===== src/rtl/sw_pkg.sv =====
// Shared switch-path constants used by the debouncer, the switch-to-LED stage and the top level.
package sw_pkg;

    localparam int                  SW_WIDTH           = 8;
    localparam int                  SW_DEBOUNCE_CYCLES = 16;
    localparam logic [SW_WIDTH-1:0] SW_RESET_VAL       = '0;

    // Qualification counter width; never narrower than one bit.
    function automatic int cnt_width(input int cycles);
        return (cycles <= 2) ? 1 : $clog2(cycles);
    endfunction

endpackage


===== src/rtl/sw_debounce_bit.sv =====
// One switch bit: two-flop synchroniser, qualification counter, stable flop and edge pulses.
module sw_debounce_bit
    import sw_pkg::*;
#(
    parameter int   DEBOUNCE_CYCLES = SW_DEBOUNCE_CYCLES,
    parameter logic RESET_VAL       = 1'b0
) (
    input  logic clk,
    input  logic rst_n,
    input  logic raw,
    output logic stable,
    output logic rise,
    output logic fall,
    output logic qualify
);

    localparam int            CW       = cnt_width(DEBOUNCE_CYCLES);
    localparam logic [CW-1:0] CNT_LAST = CW'(DEBOUNCE_CYCLES - 1);

    logic          sync1;
    logic          sync2;
    logic [CW-1:0] cnt;

    always_ff @(posedge clk or negedge rst_n) begin
        if (!rst_n) begin
            sync1 <= RESET_VAL;
            sync2 <= RESET_VAL;
        end else begin
            sync1 <= raw;
            sync2 <= sync1;
        end
    end

    // High on the edge where the disagreement has lasted DEBOUNCE_CYCLES samples.
    assign qualify = (sync2 != stable) && (cnt == CNT_LAST);

    always_ff @(posedge clk or negedge rst_n) begin
        if (!rst_n) begin
            cnt    <= '0;
            stable <= RESET_VAL;
            rise   <= 1'b0;
            fall   <= 1'b0;
        end else begin
            if (sync2 == stable || qualify) begin
                cnt <= '0;
            end else begin
                cnt <= cnt + 1'b1;
            end
            if (qualify) begin
                stable <= sync2;
            end
            rise <= qualify & sync2;
            fall <= qualify & ~sync2;
        end
    end

endmodule


===== src/rtl/sw_debounce.sv =====
// Slide-switch conditioning: per-bit synchronise + debounce, with a shared any-edge pulse.
module sw_debounce
    import sw_pkg::*;
#(
    parameter int               WIDTH           = SW_WIDTH,
    parameter int               DEBOUNCE_CYCLES = SW_DEBOUNCE_CYCLES,
    parameter logic [WIDTH-1:0] RESET_VAL       = WIDTH'(SW_RESET_VAL)
) (
    input  logic             clk,
    input  logic             rst_n,
    input  logic [WIDTH-1:0] sw_raw,
    output logic [WIDTH-1:0] sw_stable,
    output logic [WIDTH-1:0] sw_rise,
    output logic [WIDTH-1:0] sw_fall,
    output logic             sw_changed
);

    logic [WIDTH-1:0] qualify;

    for (genvar i = 0; i < WIDTH; i++) begin : g_bit
        sw_debounce_bit #(
            .DEBOUNCE_CYCLES (DEBOUNCE_CYCLES),
            .RESET_VAL       (RESET_VAL[i])
        ) u_bit (
            .clk     (clk),
            .rst_n   (rst_n),
            .raw     (sw_raw[i]),
            .stable  (sw_stable[i]),
            .rise    (sw_rise[i]),
            .fall    (sw_fall[i]),
            .qualify (qualify[i])
        );
    end

    // Registered from the per-bit qualify terms so it lines up with sw_rise/sw_fall.
    always_ff @(posedge clk or negedge rst_n) begin
        if (!rst_n) begin
            sw_changed <= 1'b0;
        end else begin
            sw_changed <= |qualify;
        end
    end

endmodule

===== config.mk =====
export PLATFORM = sky130hd
export DESIGN_NAME = sw_debounce
export DESIGN_NICKNAME = d
export VERILOG_FILES = /design/src/rtl/sw_pkg.sv /design/src/rtl/sw_debounce_bit.sv /design/src/rtl/sw_debounce.sv
export SDC_FILE = /design/constraint.sdc
export NUM_CORES = 1
export LEC_CHECK = 0
export ABC_AREA = 1
export ABC_CLOCK_PERIOD_IN_PS = 3000
export BUFFER_PORTS_ARGS = -buffer_cell sky130_fd_sc_hd__buf_2
export CORE_MARGIN = 2
export CORE_UTILIZATION = 64
export CTS_BUF_LIST = sky130_fd_sc_hd__clkbuf_2
export CTS_CLUSTER_SIZE = 28
export DETAILED_ROUTE_END_ITERATION = 10
export GPL_ROUTABILITY_DRIVEN = 0
export PLACE_DENSITY_LB_ADDON = 0.15
export SKIP_LAST_GASP = 1
export SLEW_MARGIN = 20
export SYNTH_ARGS = -nofsm -noshare
export SYNTH_HDL_FRONTEND = slang
export SYNTH_HIERARCHICAL = 1
export SYNTH_SLANG_ARGS = --single-unit

===== constraint.sdc =====
create_clock -name clk -period 3 [get_ports clk]
set_input_delay 0.15 -clock clk [delete_from_list [all_inputs] [get_ports clk]]
set_output_delay 0.15 -clock clk [all_outputs]
set_load 0.02 [all_outputs]

### After elaboration in Yosys (flattened, before gate mapping)

Cells that the tools add are included.

| operators by class | value |
|---|---|
| add/sub/neg operators | 8 |
| reduce and logical (&&, ||, !) cells | 17 |
| multiplexer cells | 8 |
| equality and inequality tests | 24 |
| multiply operators | 0 |
| $lt $le $gt $ge | 0 |
| divide/modulo/power cells | 0 |
| bitwise logic cells | 24 |
| shift operators | 0 |

Operators by type and width:

| operator | count |
|---|---|
| $add 4x1->4 const B | 8 |
| $eq 4x4->1 const B | 8 |
| $mux 4 | 8 |
| $and 1x1->1 | 16 |
| $eq 1x1->1 | 8 |
| $logic_and 1x1->1 | 8 |
| $logic_or 1x1->1 | 8 |
| $ne 1x1->1 | 8 |
| $not 1->1 | 8 |
| $reduce_or 8->1 | 1 |

| storage, ports and cells | value |
|---|---|
| register bits | 73 |
| latch bits | 0 |
| bits in read-only memories | 0 |
| memory bits (writable) | 0 |
| memories | 0 |
| word-level logic and storage cells | 130 |

### Longest topological paths before layout

Gate-level depths: netlist (run 1).

| depth | value |
|---|---|
| depth in word-level cells | 4 |
| gate-level depth with buffers | 9 |

### Modules after synthesis

Netlist (run 1), hierarchy kept.

Modules (own cells, without submodules):

| module | instances | area an instance (um^2) | sequential area each (um^2) | cells each |
|---|---|---|---|---|
| sw_debounce_bit | 8 | 362.8 | 225.2 | 35 |
| sw_debounce | 1 | 81.3 | 25.0 | 16 |

### Worst setup path after synthesis (run 1)

Ideal clock, no wire load.

| path | value |
|---|---|
| kind | register to register |
| start | register g_bit[4].u_bit.cnt[0] |
| end | register sw_changed |
| period minus slack after synthesis | 1.136 ns |
| buffers on the path | 0 |
| arrival time | 1.018 ns |
| path slack | 1.864 ns |
| cell stages (with the launch flop) | 8 |
| data required time | 2.881 ns |
| path through | dfrtp_1 -> ha_1 -> nand3_4 -> nor2_1 -> inv_1 -> nand2_1 -> nor2_1 -> nand2_1 |

| between the ends | value |
|---|---|
| cells in the longest elaborated chain, start to end | 3 |

Ends and longest elaborated chain:

| what | RTL line | source |
|---|---|---|
| start: declaration | sw_debounce_bit.sv:22 | `logic [CW-1:0] cnt;` |
| start signal: assignment | sw_debounce_bit.sv:47 | `cnt <= cnt + 1'b1;` |
| $eq 4x4->1 | sw_debounce_bit.sv:35 | `assign qualify = (sync2 != stable) && (cnt == CNT_LAST);` |
| $logic_and 1x1->1 | sw_debounce_bit.sv:35 |  |
| via qualify[4] | sw_debounce.sv:18 | `logic [WIDTH-1:0] qualify;` |
| $reduce_or 8->1 | sw_debounce.sv:40 | `sw_changed <= \|qualify;` |
| end signal: assignment | sw_debounce.sv:40 |  |
| end: declaration | sw_debounce.sv:15 | `output logic sw_changed` |

The timed path passes the listed nets, and every way through them passes these cells.
A chain may end at the register's enable or synchronous reset.

### Worst setup path in the final report (run 1)

| path | value |
|---|---|
| start | register g_bit[6].u_bit.cnt[0] |
| end | register sw_changed |

| between the ends | value |
|---|---|
| cells in the longest elaborated chain, start to end | 3 |

Ends and longest elaborated chain:

| what | RTL line |
|---|---|
| start: declaration | sw_debounce_bit.sv:22 |
| start signal: assignment | sw_debounce_bit.sv:47 |
| $eq 4x4->1 | sw_debounce_bit.sv:35 |
| $logic_and 1x1->1 | sw_debounce_bit.sv:35 |
| via qualify[6] | sw_debounce.sv:18 |
| $reduce_or 8->1 | sw_debounce.sv:40 |

The timed path passes the listed nets, and every way through them passes these cells.

==> results.ini, run 1 <==
[cells_and_area]
drive_above_1_share_pct=20.8
num-nets-final=369
antenna_cells=0
seqCellArea_um2=1830
area_growth_pct=14.8
multiInputGateArea_um2=947
fillCellCount=297
fin_util_pct=77.6

[cts]
clock-sinks=73
clk_pin_slew_ps=190
cts-root-buf=clkbuf_2
cts-buffers-inserted=9
tritoncts=yes
cts_max_level=3
clkLatencyLatePin_ps=510
clock_path_buffers=2
cts_resized=0

[timing]
finalClockSkew_ps=25.4
rsz0062_at_grt=false
finalHoldViolations=0
period_needed_ps=1280
tns_ps=0
finalSetupViolCount=0
max_freq_mhz=782
slew_viol_final=0
fin_crit_sh_pct=42.6
worstMarginPinSlew_ps=597
relSlewSlack_pct=60.2

[worst_setup_path]
critical_path.cell_chain=ha_1 -> nand3_4 -> nor2_1 -> inv_1 -> nand2_1 -> nor2_1 -> nand2_1
path_class=register to register
reg2regPathDepth=7
crit_path_end_kind=register
critPathMaxStageDelay_ps=450
path_max_fanout=5
critPathRequiredTime_ps=3400
critPathSlowestCell=dfrtp_1
arrival_ps=1680
startpoint_type=register

[power_and_ir_drop]
peakVddDrop_mv=0.350
swShare_pct=25.1
combPwrFrac_pct=6.4
p_int_mw=1.26
seq_power_share_pct=63.0
pwr-share-clk_pct=30.6
p_sw_mw=0.420
leakagePower_nw=1.83
p_per_area_nw_per_um2=490

[logic_synthesis]
synth_nets=314
synth_top_area_share_pct=61.2
synth_area_leaders=dfrtp_1, nand2_1, nor2_1
synth_cell_types=12
syn_area_um2=2980
synth_seq_area_share_pct=61.2
synth_top_area_cell=dfrtp_1
synth-seq-cells=73
yosys_warnings=6
syn_inst=296
syn_area_per_cell_um2=10.1

[outcome]
outcome=finished clean

[detailed_routing]
vias=1948
routed-wl-met3_um=242
ant_nets=0
drt_pass1_iterations=4
routed_wl_um=4470
via_per_inst=4.79
wl_met2_um=2250
wl_met1_um=1920
dr.max_layer_used=met4
wl_per_cell_um=11.0
drtIter0Drc=50
drc_errors=0

[floorplan]
dieWidth_um=72.3
die_y_um=72.3
die_area_um2=5230
core_area_um2=4410
start_util_pct=67.6
boundaryPins=35
num_rows=24

[placed_design]
hpwl_um=3270
port_buffers=34

[global_route]
antenna_found_initial=0
grt_max_degree=52
grt_pass1_vias=1972
gr-total-overflow=0
track_usage_pct=20.8
grt_pass1_wl_um=8110

[flow_run]
drv_cap=0

[hold_path]
hold_path_class=input port to asynchronous set/reset pin

synth_stat cells (all sizes together):
cell / count
nand2: 61
nor2: 58
nand4: 8
inv: 56
nand3: 16
o21ai: 8
ha: 8
dfrtp: 73
xnor2: 8
sequential cells by signal, summed over array words and instances, names as in the netlist:
signal              count
g_bit.u_bit/sync2       8
g_bit.u_bit/sync1       8
sw_changed              1
g_bit.u_bit/rise        8
g_bit.u_bit/fall        8
g_bit.u_bit/stable      8
g_bit.u_bit/cnt        32
area by class of cell:
| class | count | share of cell area [%] |
|---|---|---|
| Inverter | 56 | 6.14 |
| Timing Repair Buffer | 44 | 7.82 |
| Multi-Input combinational cell | 167 | 27.7 |
| Sequential cell | 73 | 53.3 |
| Clock buffer | 10 | 1.46 |
| Clock inverter | 5 | 1.68 |
| Tap cell | 52 | 1.90 |
per-stage QoR:
step,std cells,hold WS [ps],power (mW),setup slack [ps],cell area (µm²)
detailed placement,383,145,1.18,1770,3230
finish,407,111,1.68,1720,3420
floorplan,296,-146,1.13,1860,2980
global placement,383,140,1.17,1780,3230
CTS,407,73.3,1.70,1680,3420
global route,407,96.4,1.77,1590,3420
critical path: cells and delay by family (launching register included):
family	cells	cell delay [ps]
buf+inv	1	50
fa+ha+maj	1	270
simple gates	5	420
flops	1	450
final timing paths:
check,from,to,slack (ps)
max in group asynchronous,rst_n,sw_changed$_DFF_PN0_,1900
hold reg to reg,g_bit[5].u_bit/sync1$_DFF_PN0_,g_bit[5].u_bit/sync2$_DFF_PN0_,350
hold / removal,rst_n,g_bit[3].u_bit/cnt[3]$_DFF_PN0_,110
setup / recovery,g_bit[6].u_bit/cnt[0]$_DFF_PN0_,sw_changed$_DFF_PN0_,1720
setup reg to reg,g_bit[6].u_bit/cnt[0]$_DFF_PN0_,sw_changed$_DFF_PN0_,1720
min in group clk,sw_raw[3],g_bit[3].u_bit/sync1$_DFF_PN0_,270
power by group through the flow:
stage / Clock, mW / Combinational [mW] / Sequential, mW
3_3_place_gp: 0 / 0.0960 / 1.07
5_1_grt: 0.582 / 0.127 / 1.06
4_1_cts: 0.537 / 0.110 / 1.06
6_report: 0.513 / 0.107 / 1.06
2_1_floorplan: 0 / 0.0635 / 1.07
3_5_place_dp: 0 / 0.101 / 1.07
cells by family after synthesis:
kind of cell / after synthesis / synth area share (%)
AO/OA/AOI/OAI: 8 / 1.34
XOR/XNOR: 8 / 2.35
adder cells (fa/ha/maj): 8 / 3.35
buffers and inverters: 56 / 7.04
flip-flops: 73 / 61.2
AND/OR/NAND/NOR: 143 / 24.7
metal layers:
| layer | GRT usage (%) | up-vias |
|---|---|---|
| met2 | 36.1 | 36 |
| li1 | - | 1002 |
| met1 | 22.7 | 904 |
| met4 | 6.29 | 0 |
| met5 | 0 | - |
| met3 | 9.86 | 6 |
placed cells by master (no fill, tap or decap):
| cell | count |
|---|---|
| dfrtp_1 | 73 |
| nand2_1 | 61 |
| nor2_1 | 50 |
| inv_1 | 48 |
| buf_2 | 34 |
| clkbuf_2 | 10 |
| dlygate4sd3_1 | 9 |
| xnor2_1 | 8 |
| nand3_4 | 8 |
| nor2_4 | 8 |
| nand4_1 | 8 |
| nand3_1 | 8 |
| o21ai_1 | 8 |
| inv_2 | 8 |
| ha_1 | 8 |
| clkinv_4 | 2 |
| clkinv_2 | 2 |
| bufinv_16 | 1 |
| buf_4 | 1 |
repair_timing:
item / 4_1_cts / 5_1_grt
buffers inserted: 0 / 0
hold buffers: 9 / 0
hold endpoints to repair: 30 / 0
Note: power is estimated with default switching activity, not from simulation.
==> inputs of run 2 (changes only) <==
Settings changed: ABC_CLOCK_PERIOD_IN_PS 3000 to 1100, CORE_UTILIZATION 64 to 54.
Clock period 3 ns to 1.1 ns, I/O delays scaled along.
==> run 2 against run 1 <==
The run now ends with negative setup slack left. Combinational power grew to 5.0 times the previous value. Critical path depth is 5 lower. Hold slack worse by 7.0 ps. Cell count is 18% higher. Utilization is 1.7 points higher. Clock power grew to 3.2 times the previous value. Power grew to 3.0 times the previous value. Worst setup slack worse by 1900 ps. Routed wire length is 21% higher. Final area is 25% higher.
==> results.ini, run 2 (synthesis gave the netlist of run 1 again) <==
[detailed_routing]
vias=2250  ; +16%
routed_wl_um=5390  ; +21%
drt_pass1_iterations=5  ; +1
ant_nets=0  ; unchanged
drc_errors=0  ; unchanged
drtIter0Drc=66  ; +32%
via_per_inst=4.70  ; -1.9%
wl_per_cell_um=11.3  ; +2.6%

[cts]
clk_pin_slew_ps=190  ; about the same
clock-sinks=73  ; unchanged
clkLatencyLatePin_ps=490  ; -20 ps
tritoncts=yes
cts_max_level=3  ; unchanged
clock_path_buffers=2  ; unchanged
cts-buffers-inserted=9  ; unchanged
cts-root-buf=clkbuf_2

[worst_setup_path]
startpoint_type=register
critPathRequiredTime_ps=1040  ; -2360 ps
path_class=register to primary output
arrival_ps=1180  ; -500 ps
crit_path_end_kind=primary output
path_max_fanout=2  ; -3

[power_and_ir_drop]
p_int_mw=3.81  ; +200%
p_per_area_nw_per_um2=1180  ; +140%
leakagePower_nw=2.10  ; +15%
p_sw_mw=1.25  ; +200%
swShare_pct=24.7  ; -0.36 points
combPwrFrac_pct=10.6  ; +4.2 points
peakVddDrop_mv=0.767  ; +120%
pwr-share-clk_pct=32.1  ; +1.5 points
seq_power_share_pct=57.3  ; -5.7 points

[floorplan]
core_area_um2=5410  ; +22%
die_area_um2=6140  ; +17%
dieWidth_um=78.3  ; +8.4%
start_util_pct=55.2  ; -12 points
boundaryPins=35  ; unchanged
die_y_um=78.3  ; +8.4%
num_rows=27  ; +13%

[global_route]
track_usage_pct=19.0  ; -1.8 points
use_met2_pct=33.1  ; -3.0 points
top_usage_layer=met2
gr-total-overflow=0  ; unchanged
grt_pass1_wl_um=9010  ; +11%
grt_use_met3_pct=3.33  ; -6.5 points
antenna_found_initial=0  ; unchanged
grt_max_degree=74  ; +42%
grt_pass1_vias=2264  ; +15%
met1_usage_pct=21.6  ; -1.0 points

[timing]
finalSetupViolCount=10  ; +10
period_needed_ps=1240
relSlewSlack_pct=75.5  ; +15 points
worstMarginPinSlew_ps=368  ; -229 ps
fin_crit_sh_pct=112
fin_ws_ps=-135  ; -1860 ps
slew_viol_final=0  ; unchanged
rsz0062_at_grt=true
finalHoldViolations=0  ; unchanged
finalClockSkew_ps=13.2  ; -12.2 ps
tns_ps=-536  ; -536 ps
max_freq_mhz=810

[cells_and_area]
antenna_cells=0  ; unchanged
fillCellCount=329  ; +11%
num-nets-final=420  ; +14%
largest_register=g_bit.u_bit/cnt
largest_register_ffs=32  ; unchanged
mostFrequentLayoutCells=dfrtp_1, nand2_1, inv_1, buf_4, nor2_1
mostFrequentLayoutCell=dfrtp_1
area_growth_pct=43.7
drive_above_1_share_pct=42.3  ; +21 points
design_area_um2=4290  ; +25%

[outcome]
violations=negative setup slack
outcome=finished with violations

[placed_design]
port_buffers=34  ; unchanged
dpl_cell_area_um2=3530  ; +9.5%
place_ws_ps=-88.9  ; -1850 ps
hpwl_um=3320  ; +1.5%

[hold_path]
hold_path_class=input port to asynchronous set/reset pin

[flow_run]
drv_cap=0  ; unchanged

==> run 2: cell types whose count changed in the layout (fill, tap and decap cells not counted), sizes merged <==
cell,change
clkbuf,-1
buf,+51
bufinv,+1
clkinvlp,+1
==> run 2: timing repair <==
action | 4_1_cts | 5_1_grt
setup buffers | 14 | 7
endpoints found under the hold margin | 81 | 0
endpoints found under the setup margin | 37 | 55
hold buffers | 9 | 0
gates resized for setup | 65 | 39
pin swaps | 10 | 22
==> run 2: per-stage QoR <==
stage | cells | total power [mW] | util [%] | hold slack (ps)
detailed placement | 435 | 3.30 | 65.4 | 125
finish | 479 | 5.06 | 79.3 | 104
global placement | 435 | 3.29 | 65.4 | 110
CTS | 474 | 5.02 | 75.5 | 86.9
floorplan | 296 | 3.09 | - | -241
global route | 479 | 5.31 | 79.3 | 121
==> run 2: worst paths after layout <==
| kind | end | depth (start not counted) | slack (ps) | startpoint |
|---|---|---|---|---|
| min in group clk | g_bit[3].u_bit/sync1$_DFF_PN0_ | 2 | 190 | sw_raw[3] |
| min reg2reg | g_bit[1].u_bit/sync2$_DFF_PN0_ | 0 | 370 | g_bit[1].u_bit/sync1$_DFF_PN0_ |
| min | g_bit[0].u_bit/cnt[3]$_DFF_PN0_ | 3 | 100 | rst_n |
| max in group asynchronous | g_bit[4].u_bit/stable$_DFFE_PN0P_ | 3 | 680 | rst_n |
| max reg2reg | sw_changed$_DFF_PN0_ | 9 | -110 | g_bit[1].u_bit/stable$_DFFE_PN0P_ |
| max | sw_stable[3] | 2 | -140 | g_bit[3].u_bit/stable$_DFFE_PN0P_ |
==> run 2: critical path: stages (launching register included) <==
cell	delay, ps
dfrtp_2	460
buf_6	120
buf_6	120
==> run 2: layout make-up <==
cell class                      instances  area [µm²]  share of cell area [%]
Multi-Input combinational cell        167        1160                    27.1
Clock buffer                            9        45.0                    1.05
Clock inverter                          7        85.1                    1.98
Inverter                               56         210                    4.90
Timing Repair Buffer                   95         857                    20.0
Tap cell                               72        90.1                    2.10
Sequential cell                        73        1840                    42.8
==> run 2: metal layers <==
metal / vias to the layer above / part of all wire (%) / wire (µm)
li1: 1113 / - / -
met1: 1081 / 41 / 2190
met2: 44 / 54 / 2900
met3: 12 / 3.0 / 160
met4: 0 / 2.6 / 139
met5: - / 0 / 0
==> run 2: power by group through the flow <==
stage / combinational, mW / clock [mW] / sequential (mW)
final: 0.536 / 1.62 / 2.89
after global routing: 0.617 / 1.79 / 2.91
after CTS: 0.468 / 1.67 / 2.88
after detailed placement: 0.385 / 0 / 2.92
after global placement: 0.371 / 0 / 2.91
after floorplan: 0.179 / 0 / 2.91
